--- config.mk ---
export PLATFORM = sky130hd
export DESIGN_NAME = prom_boot_loader_flat
export DESIGN_NICKNAME = d
export VERILOG_FILES = /design/src/rtl/prom_boot_pkg.sv /design/src/rtl/prom_boot_loader_if.sv /design/src/rtl/prom_byte_fetch.sv /design/src/rtl/prom_boot_loader.sv /design/src/flat_wrapper.sv
export SDC_FILE = /design/constraint.sdc
export NUM_CORES = 1
export LEC_CHECK = 0
export ABC_AREA = 1
export ABC_CLOCK_PERIOD_IN_PS = 2140
export CORE_UTILIZATION = 50
export DETAILED_ROUTE_END_ITERATION = 6
export GPL_TIMING_DRIVEN = 0
export PLACE_DENSITY = 0.8
export SYNTH_ARGS = -nofsm -noshare
export SYNTH_HDL_FRONTEND = slang
export SYNTH_SLANG_ARGS = --single-unit
export TNS_END_PERCENT = 30
--- constraint.sdc ---
create_clock -name clk -period 2.14 [get_ports clk]
set_input_delay 0.321 -clock clk [delete_from_list [all_inputs] [get_ports clk]]
set_output_delay 0.321 -clock clk [all_outputs]
set_load 0.01 [all_outputs]
--- src/rtl/prom_boot_pkg.sv ---
// Shared types and constants for the PROM boot loader slice.
package prom_boot_pkg;

    localparam int unsigned PROM_ADDR_W = 5;
    localparam int unsigned PROM_DATA_W = 8;
    localparam int unsigned PROM_DEPTH  = 32;

    typedef enum logic [1:0] {
        ST_IDLE,
        ST_FETCH,
        ST_WRITE,
        ST_DONE
    } state_t;

    // Index width for a count of n items, never less than one bit.
    function automatic int unsigned idx_width(input int unsigned n);
        return (n <= 1) ? 1 : $clog2(n);
    endfunction

endpackage

--- src/rtl/prom_boot_loader_if.sv ---
// Downstream word-write port: valid/ready handshake with address and data.
interface prom_boot_loader_if #(
    parameter int unsigned WA_W   = 3,
    parameter int unsigned WORD_W = 32
) ();

    logic              wr_valid;
    logic              wr_ready;
    logic [WA_W-1:0]   wr_addr;
    logic [WORD_W-1:0] wr_data;

    modport master (
        output wr_valid,
        output wr_addr,
        output wr_data,
        input  wr_ready
    );

    modport slave (
        input  wr_valid,
        input  wr_addr,
        input  wr_data,
        output wr_ready
    );

endinterface

--- src/rtl/prom_byte_fetch.sv ---
// One PROM access engine: holds CE_N low for WAIT_CYCLES and strobes the byte
// on the last cycle of each access.
module prom_byte_fetch
    import prom_boot_pkg::*;
#(
    parameter int unsigned WAIT_CYCLES = 2
) (
    input  logic                   clk_i,
    input  logic                   rst_i,
    input  logic                   run_i,
    input  logic [PROM_DATA_W-1:0] prom_d_i,
    output logic                   prom_ce_n_o,
    output logic                   byte_stb_o,
    output logic [PROM_DATA_W-1:0] byte_o
);

    localparam logic [3:0] LAST = 4'(WAIT_CYCLES - 1);

    logic       ce_n_q;
    logic [3:0] wait_q;
    logic [3:0] wait_d;

    assign prom_ce_n_o = ce_n_q;
    assign byte_stb_o  = !ce_n_q && (wait_q == LAST);
    assign byte_o      = prom_d_i;

    // Wait counter restarts at every new access (CE_N just dropped or byte taken).
    always_comb begin
        wait_d = wait_q + 4'd1;
        if (ce_n_q || byte_stb_o || !run_i) begin
            wait_d = '0;
        end
    end

    // Chip enable follows the loader's next state so it is low exactly in FETCH.
    always_ff @(posedge clk_i or posedge rst_i) begin
        if (rst_i) begin
            ce_n_q <= 1'b1;
            wait_q <= '0;
        end else begin
            ce_n_q <= !run_i;
            wait_q <= wait_d;
        end
    end

endmodule

--- src/rtl/prom_boot_loader.sv ---
// Boot loader: reads NUM_BYTES from a 32x8 PROM, packs little-endian words,
// writes them downstream over valid/ready and keeps an 8-bit checksum.
module prom_boot_loader
    import prom_boot_pkg::*;
#(
    parameter int unsigned WAIT_CYCLES    = 2,
    parameter int unsigned BYTES_PER_WORD = 4,
    parameter int unsigned NUM_BYTES      = 32
) (
    input  logic                   clk,
    input  logic                   reset,
    input  logic                   start,
    output logic [PROM_ADDR_W-1:0] prom_a,
    output logic                   prom_ce_n,
    input  logic [PROM_DATA_W-1:0] prom_d,
    prom_boot_loader_if.master     wr,
    output logic                   busy,
    output logic                   done,
    output logic [7:0]             csum
);

    localparam int unsigned WORD_W    = 8 * BYTES_PER_WORD;
    localparam int unsigned NUM_WORDS = NUM_BYTES / BYTES_PER_WORD;
    localparam int unsigned WA_W      = idx_width(NUM_WORDS);
    localparam logic [2:0]  LANE_MASK = 3'(BYTES_PER_WORD - 1);
    localparam logic [WA_W-1:0] LAST_WORD = WA_W'(NUM_WORDS - 1);

    state_t                 state_q;
    state_t                 state_d;
    logic [5:0]             bcnt_q;
    logic [PROM_ADDR_W-1:0] prom_a_q;
    logic                   wr_valid_q;
    logic [WA_W-1:0]        wr_addr_q;
    logic [WORD_W-1:0]      wr_data_q;
    logic                   busy_q;
    logic                   done_q;
    logic [7:0]             csum_q;

    logic                   run;
    logic                   byte_stb;
    logic [PROM_DATA_W-1:0] byte_val;
    logic [2:0]             lane;
    logic                   last_lane;
    logic                   accept;
    logic                   last_word;

    assign lane      = bcnt_q[2:0] & LANE_MASK;
    assign last_lane = (lane == LANE_MASK);
    assign accept    = wr_valid_q && wr.wr_ready;
    assign last_word = (wr_addr_q == LAST_WORD);

    assign prom_a      = prom_a_q;
    assign wr.wr_valid = wr_valid_q;
    assign wr.wr_addr  = wr_addr_q;
    assign wr.wr_data  = wr_data_q;
    assign busy        = busy_q;
    assign done        = done_q;
    assign csum        = csum_q;

    // Next-state decode; the fetch engine and status flags are driven from it
    // so that they are registered yet change on the same edge as the state.
    always_comb begin
        state_d = state_q;
        unique case (state_q)
            ST_IDLE, ST_DONE: if (start)                  state_d = ST_FETCH;
            ST_FETCH:         if (byte_stb && last_lane)  state_d = ST_WRITE;
            ST_WRITE:         if (accept)                 state_d = last_word ? ST_DONE : ST_FETCH;
            default:                                      state_d = ST_IDLE;
        endcase
    end

    assign run = (state_d == ST_FETCH);

    prom_byte_fetch #(
        .WAIT_CYCLES (WAIT_CYCLES)
    ) u_fetch (
        .clk_i       (clk),
        .rst_i       (reset),
        .run_i       (run),
        .prom_d_i    (prom_d),
        .prom_ce_n_o (prom_ce_n),
        .byte_stb_o  (byte_stb),
        .byte_o      (byte_val)
    );

    // Sequencer state, counters, lane packer and checksum.
    always_ff @(posedge clk or posedge reset) begin
        if (reset) begin
            state_q    <= ST_IDLE;
            bcnt_q     <= '0;
            prom_a_q   <= '0;
            wr_valid_q <= 1'b0;
            wr_addr_q  <= '0;
            wr_data_q  <= '0;
            busy_q     <= 1'b0;
            done_q     <= 1'b0;
            csum_q     <= '0;
        end else begin
            state_q    <= state_d;
            wr_valid_q <= (state_d == ST_WRITE);
            busy_q     <= (state_d == ST_FETCH) || (state_d == ST_WRITE);
            done_q     <= (state_d == ST_DONE);
            unique case (state_q)
                ST_IDLE, ST_DONE: begin
                    if (start) begin
                        bcnt_q    <= '0;
                        wr_addr_q <= '0;
                        csum_q    <= '0;
                        prom_a_q  <= '0;
                    end
                end
                ST_FETCH: begin
                    if (byte_stb) begin
                        for (int unsigned i = 0; i < BYTES_PER_WORD; i++) begin
                            if (lane == 3'(i)) begin
                                wr_data_q[i*8 +: 8] <= byte_val;
                            end
                        end
                        csum_q <= csum_q + byte_val;
                        bcnt_q <= bcnt_q + 6'd1;
                        // Address advances now only if the word is not yet full;
                        // otherwise it is held through WRITE and advanced on accept.
                        if (!last_lane) begin
                            prom_a_q <= PROM_ADDR_W'(bcnt_q + 6'd1);
                        end
                    end
                end
                ST_WRITE: begin
                    if (accept) begin
                        wr_addr_q <= wr_addr_q + WA_W'(1);
                        if (!last_word) begin
                            prom_a_q <= bcnt_q[PROM_ADDR_W-1:0];
                        end
                    end
                end
                default: ;
            endcase
        end
    end

endmodule

--- src/flat_wrapper.sv ---
// flat-port wrapper written by rule: the top's interface ports become plain ports
module prom_boot_loader_flat import prom_boot_pkg::*;
#(
    parameter int unsigned WAIT_CYCLES    = 2,
    parameter int unsigned BYTES_PER_WORD = 4,
    parameter int unsigned NUM_BYTES      = 32
)
  (clk, reset, start, prom_a, prom_ce_n, prom_d, busy, done, csum, wr_wr_valid, wr_wr_addr, wr_wr_data, wr_wr_ready);
  prom_boot_loader_if #(.WA_W(3), .WORD_W(32)) wr_i ();
  input  logic clk;
  input  logic reset;
  input  logic start;
  output logic [PROM_ADDR_W-1:0] prom_a;
  output logic prom_ce_n;
  input  logic [PROM_DATA_W-1:0] prom_d;
  output logic busy;
  output logic done;
  output logic [7:0] csum;
  output wire logic [$bits(wr_i.wr_valid)-1:0] wr_wr_valid;
  output wire logic [$bits(wr_i.wr_addr)-1:0] wr_wr_addr;
  output wire logic [$bits(wr_i.wr_data)-1:0] wr_wr_data;
  input wire logic [$bits(wr_i.wr_ready)-1:0] wr_wr_ready;
  assign wr_wr_valid = wr_i.wr_valid;
  assign wr_wr_addr = wr_i.wr_addr;
  assign wr_wr_data = wr_i.wr_data;
  assign wr_i.wr_ready = wr_wr_ready;
  prom_boot_loader #(.WAIT_CYCLES(WAIT_CYCLES), .BYTES_PER_WORD(BYTES_PER_WORD), .NUM_BYTES(NUM_BYTES)) u_core (.clk(clk), .reset(reset), .start(start), .prom_a(prom_a), .prom_ce_n(prom_ce_n), .prom_d(prom_d), .wr(wr_i), .busy(busy), .done(done), .csum(csum));
endmodule
==> metrics.txt <==
Req. time, crit path 2.38 ns; combinational cell fraction of total power 45.2%; post-CTS sizing 0; Seq/Total Area, Yosys 51.89%; cell area after synthesis 3040 µm²; Worst-Margin Slew 0.5026 ns; first-pass GRT wire length 10,860 µm; fin. max-slew vios 0; nets@finish 457; worst r2r src u_core.wr.wr_addr[0]$_DFFE_PP0P_; CTS H-tree lvls 3; Internal 3.112 mW; drt total wl 6626 µm; commonest cells after routing, fill and taps aside 111 x nand2_1, 63 x clkdlybuf4s50_1, 62 x dfrtp_1; final setup fails 0; vias 2,606; Syn. warnings 0; antenna violations before repair 0; Synth Instances 352; die width 79.98 µm; mean post-synth cell area 8.638 µm²; critical path arrival 2.13 ns; max_cap viols 0; WS Path Type flip-flop to flip-flop; Post-Place Cells 491; most common cell after layout, fill and taps aside nand2_1; P_leak 2.023 nW; post-CTS setup buffer count 0; DRC Markers 0; Num CTS Buffers 9; vias in the first global route 2,377; r2r setup slk 0.25 ns; Synth async-reset ratio 100.0%; #FFs+latches synth 63; # rows 28; Hold Vio Cnt, Final 0; Area growth, synth to finish 30.58%; Synth area leaders dfrtp_1 51%, nand2_1 14%, ha_1 7.0%, o21ai_0 6.1%, inv_1 4.8%; Peak VDD IR 0.6864 mV; Cell variety after synth 27; Final Power 5.069 mW; Clock power frac 18.6%; Max Freq 529.4 MHz; drt wl/cell 13.07 µm; share of power burned in registers 36.2%; outcome completed; RR Endpoint u_core.prom_a[2]$_DFFE_PP0P_; final std cells w/o fill 507; share of Yosys cell area claimed by the top area cell type 51.03%; largest net degree at the start of global routing 45; grt ovf 0; vias per inst 5.140; Max-slew headroom 66.31%; Worst Path Max Fanout 6; Die ar. 6397 µm²; CTS Hold Bufs 0; layout cell share with drive strength beyond 1 7.407%; switching power 1.957 mW; Initial Utilization 51.66%; Clock Tree Buf Depth 2; Port Buf Inserts 63; IO Count 64; routability cong. 0.8355; dpl hpwl 4951 µm; Routed Antenna Nets 0; Clock transition at path regs 0.07 ns; RSZ-0062 raised after global routing false; switch share 38.60%; area of the core 5886 µm²; Iter 0 DRT Violations 187; CTS tree done; clock root buffer clkbuf_8; Period minus WS final 1.889 ns; clock skew after layout 0.009869 ns; die height 79.98 µm; leading area contributor after synthesis dfrtp_1; CP startpoint kind flip-flop; worst-case reg-to-reg path depth 10; Tcrit/Tclk final 88.28%; GRT Util Overall 22.48%; PD cells 1277 nW/µm²; worst min path class input port to async pin; Pre-antenna DRT Iters 4; diode count 0; crit end category flip-flop; Post-synth top flop dfrtp_1; clock sink total 63; Clock Latency Late Sink 0.34 ns; Post-synth EDFFs 0; Net Count, Synth 382
==> Yosys cell counts (all sizes together), types with 2 or more instances <==
cell and n:
nand3 24, xor2 2, o21ai 48, xnor2 3
nand4 6, a21oi 4, buf 5, ha 17
nand2 115, dfrtp 62, nor2 18, inv 39
==> layout make-up <==
type                    count  area (µm²)
fillers                   479        1916
repair buffers             64       650.6
clock inverters             4       30.03
multi-input cells         244        1266
well taps                  75       93.84
inverters                  39       146.4
clock buffers              12       155.1
flip-flops and latches     63        1578
plain buffers               6       50.05
==> registers in the layout, summed over array words and instances, names as in the netlist <==
signal	flops
u_core.bcnt_q	5
u_core.busy	1
u_core.csum	8
u_core.done	1
u_core.prom_a	5
u_core.state_q	2
u_core.u_fetch.prom_ce_n_o	1
u_core.u_fetch.wait_q	4
u_core.wr.wr_addr	3
u_core.wr.wr_data	32
u_core.wr.wr_valid	1
==> critical path, stage by stage (launching register included) <==
cell and delay (ns):
dfrtp_1 0.41, ha_1 0.22, ha_1 0.18, inv_1 0.05, nand3_1 0.09, nand2_1 0.07, nand2_1 0.05, a21oi_1 0.39
inv_1 0.18, nand2_1 0.10, nand2_1 0.05
==> power groups by stage <==
stage                     clock (mW)  combinational [mW]  sequential [mW]
after global placement             0                2.22             1.84
after floorplan                    0                1.14             1.98
after global routing            1.01                2.56             1.88
final                          0.943                2.29             1.83
after CTS                      0.960                2.31             1.83
after detailed placement           0                2.29             1.85
==> per-stage QoR <==
stage          hold WS [ns]  TNS, ns  utilization [%]  cell area, µm²  worst slack (ns)
3_3_place_gp         0.4607   -51.67            63.97            3765           -0.8324
3_5_place_dp         0.4689        0            64.31            3785            0.1581
6_report             0.3024        0            67.45            3970            0.2509
5_1_grt              0.3431        0            67.45            3970           0.04019
2_1_floorplan        0.4530        0                -            3040            0.2509
4_1_cts              0.3151        0            67.45            3970            0.2507
==> worst max-delay path by stage <==
stage / startpoint / endpoint / slack, ns / cells after the start
CTS: u_core.wr.wr_addr[0]$_DFFE_PP0P_ / u_core.prom_a[2]$_DFFE_PP0P_ / 0.25 / 10
finish: u_core.wr.wr_addr[0]$_DFFE_PP0P_ / u_core.prom_a[2]$_DFFE_PP0P_ / 0.25 / 10
floorplan: reset / u_core.bcnt_q[0]$_DFFE_PP0P_ / 0.25 / 1
global route: u_core.wr.wr_addr[0]$_DFFE_PP0P_ / u_core.prom_a[2]$_DFFE_PP0P_ / 0.04 / 10
detailed placement: prom_d[0] / u_core.csum[4]$_DFFE_PP0P_ / 0.16 / 8
global placement: reset / u_core.csum[7]$_DFFE_PP0P_ / -0.83 / 2
==> logic make-up (layout without fill, tap and decap cells) <==
kind of cell,after synthesis,after routing,share of synthesized area (%)
and+or+nand+nor,166,166,23.29
DFF,63,63,51.89
AOI/OAI and AO/OA,55,55,9.260
buffers and inverters,45,125,6.461
adders and majority gates,18,18,7.654
xor gates and xnor gates,5,5,1.441
==> routing by layer <==
layer | track usage (%) | vias to the layer above | wire length, µm
met2 | 34.36 | 62 | 3156
met4 | 9.821 | 0 | 132
met1 | 30.53 | 1243 | 3108
li1 | - | 1289 | -
met5 | 0 | - | 0
met3 | 5.143 | 12 | 229
Note: power is estimated with default switching activity, not from simulation.
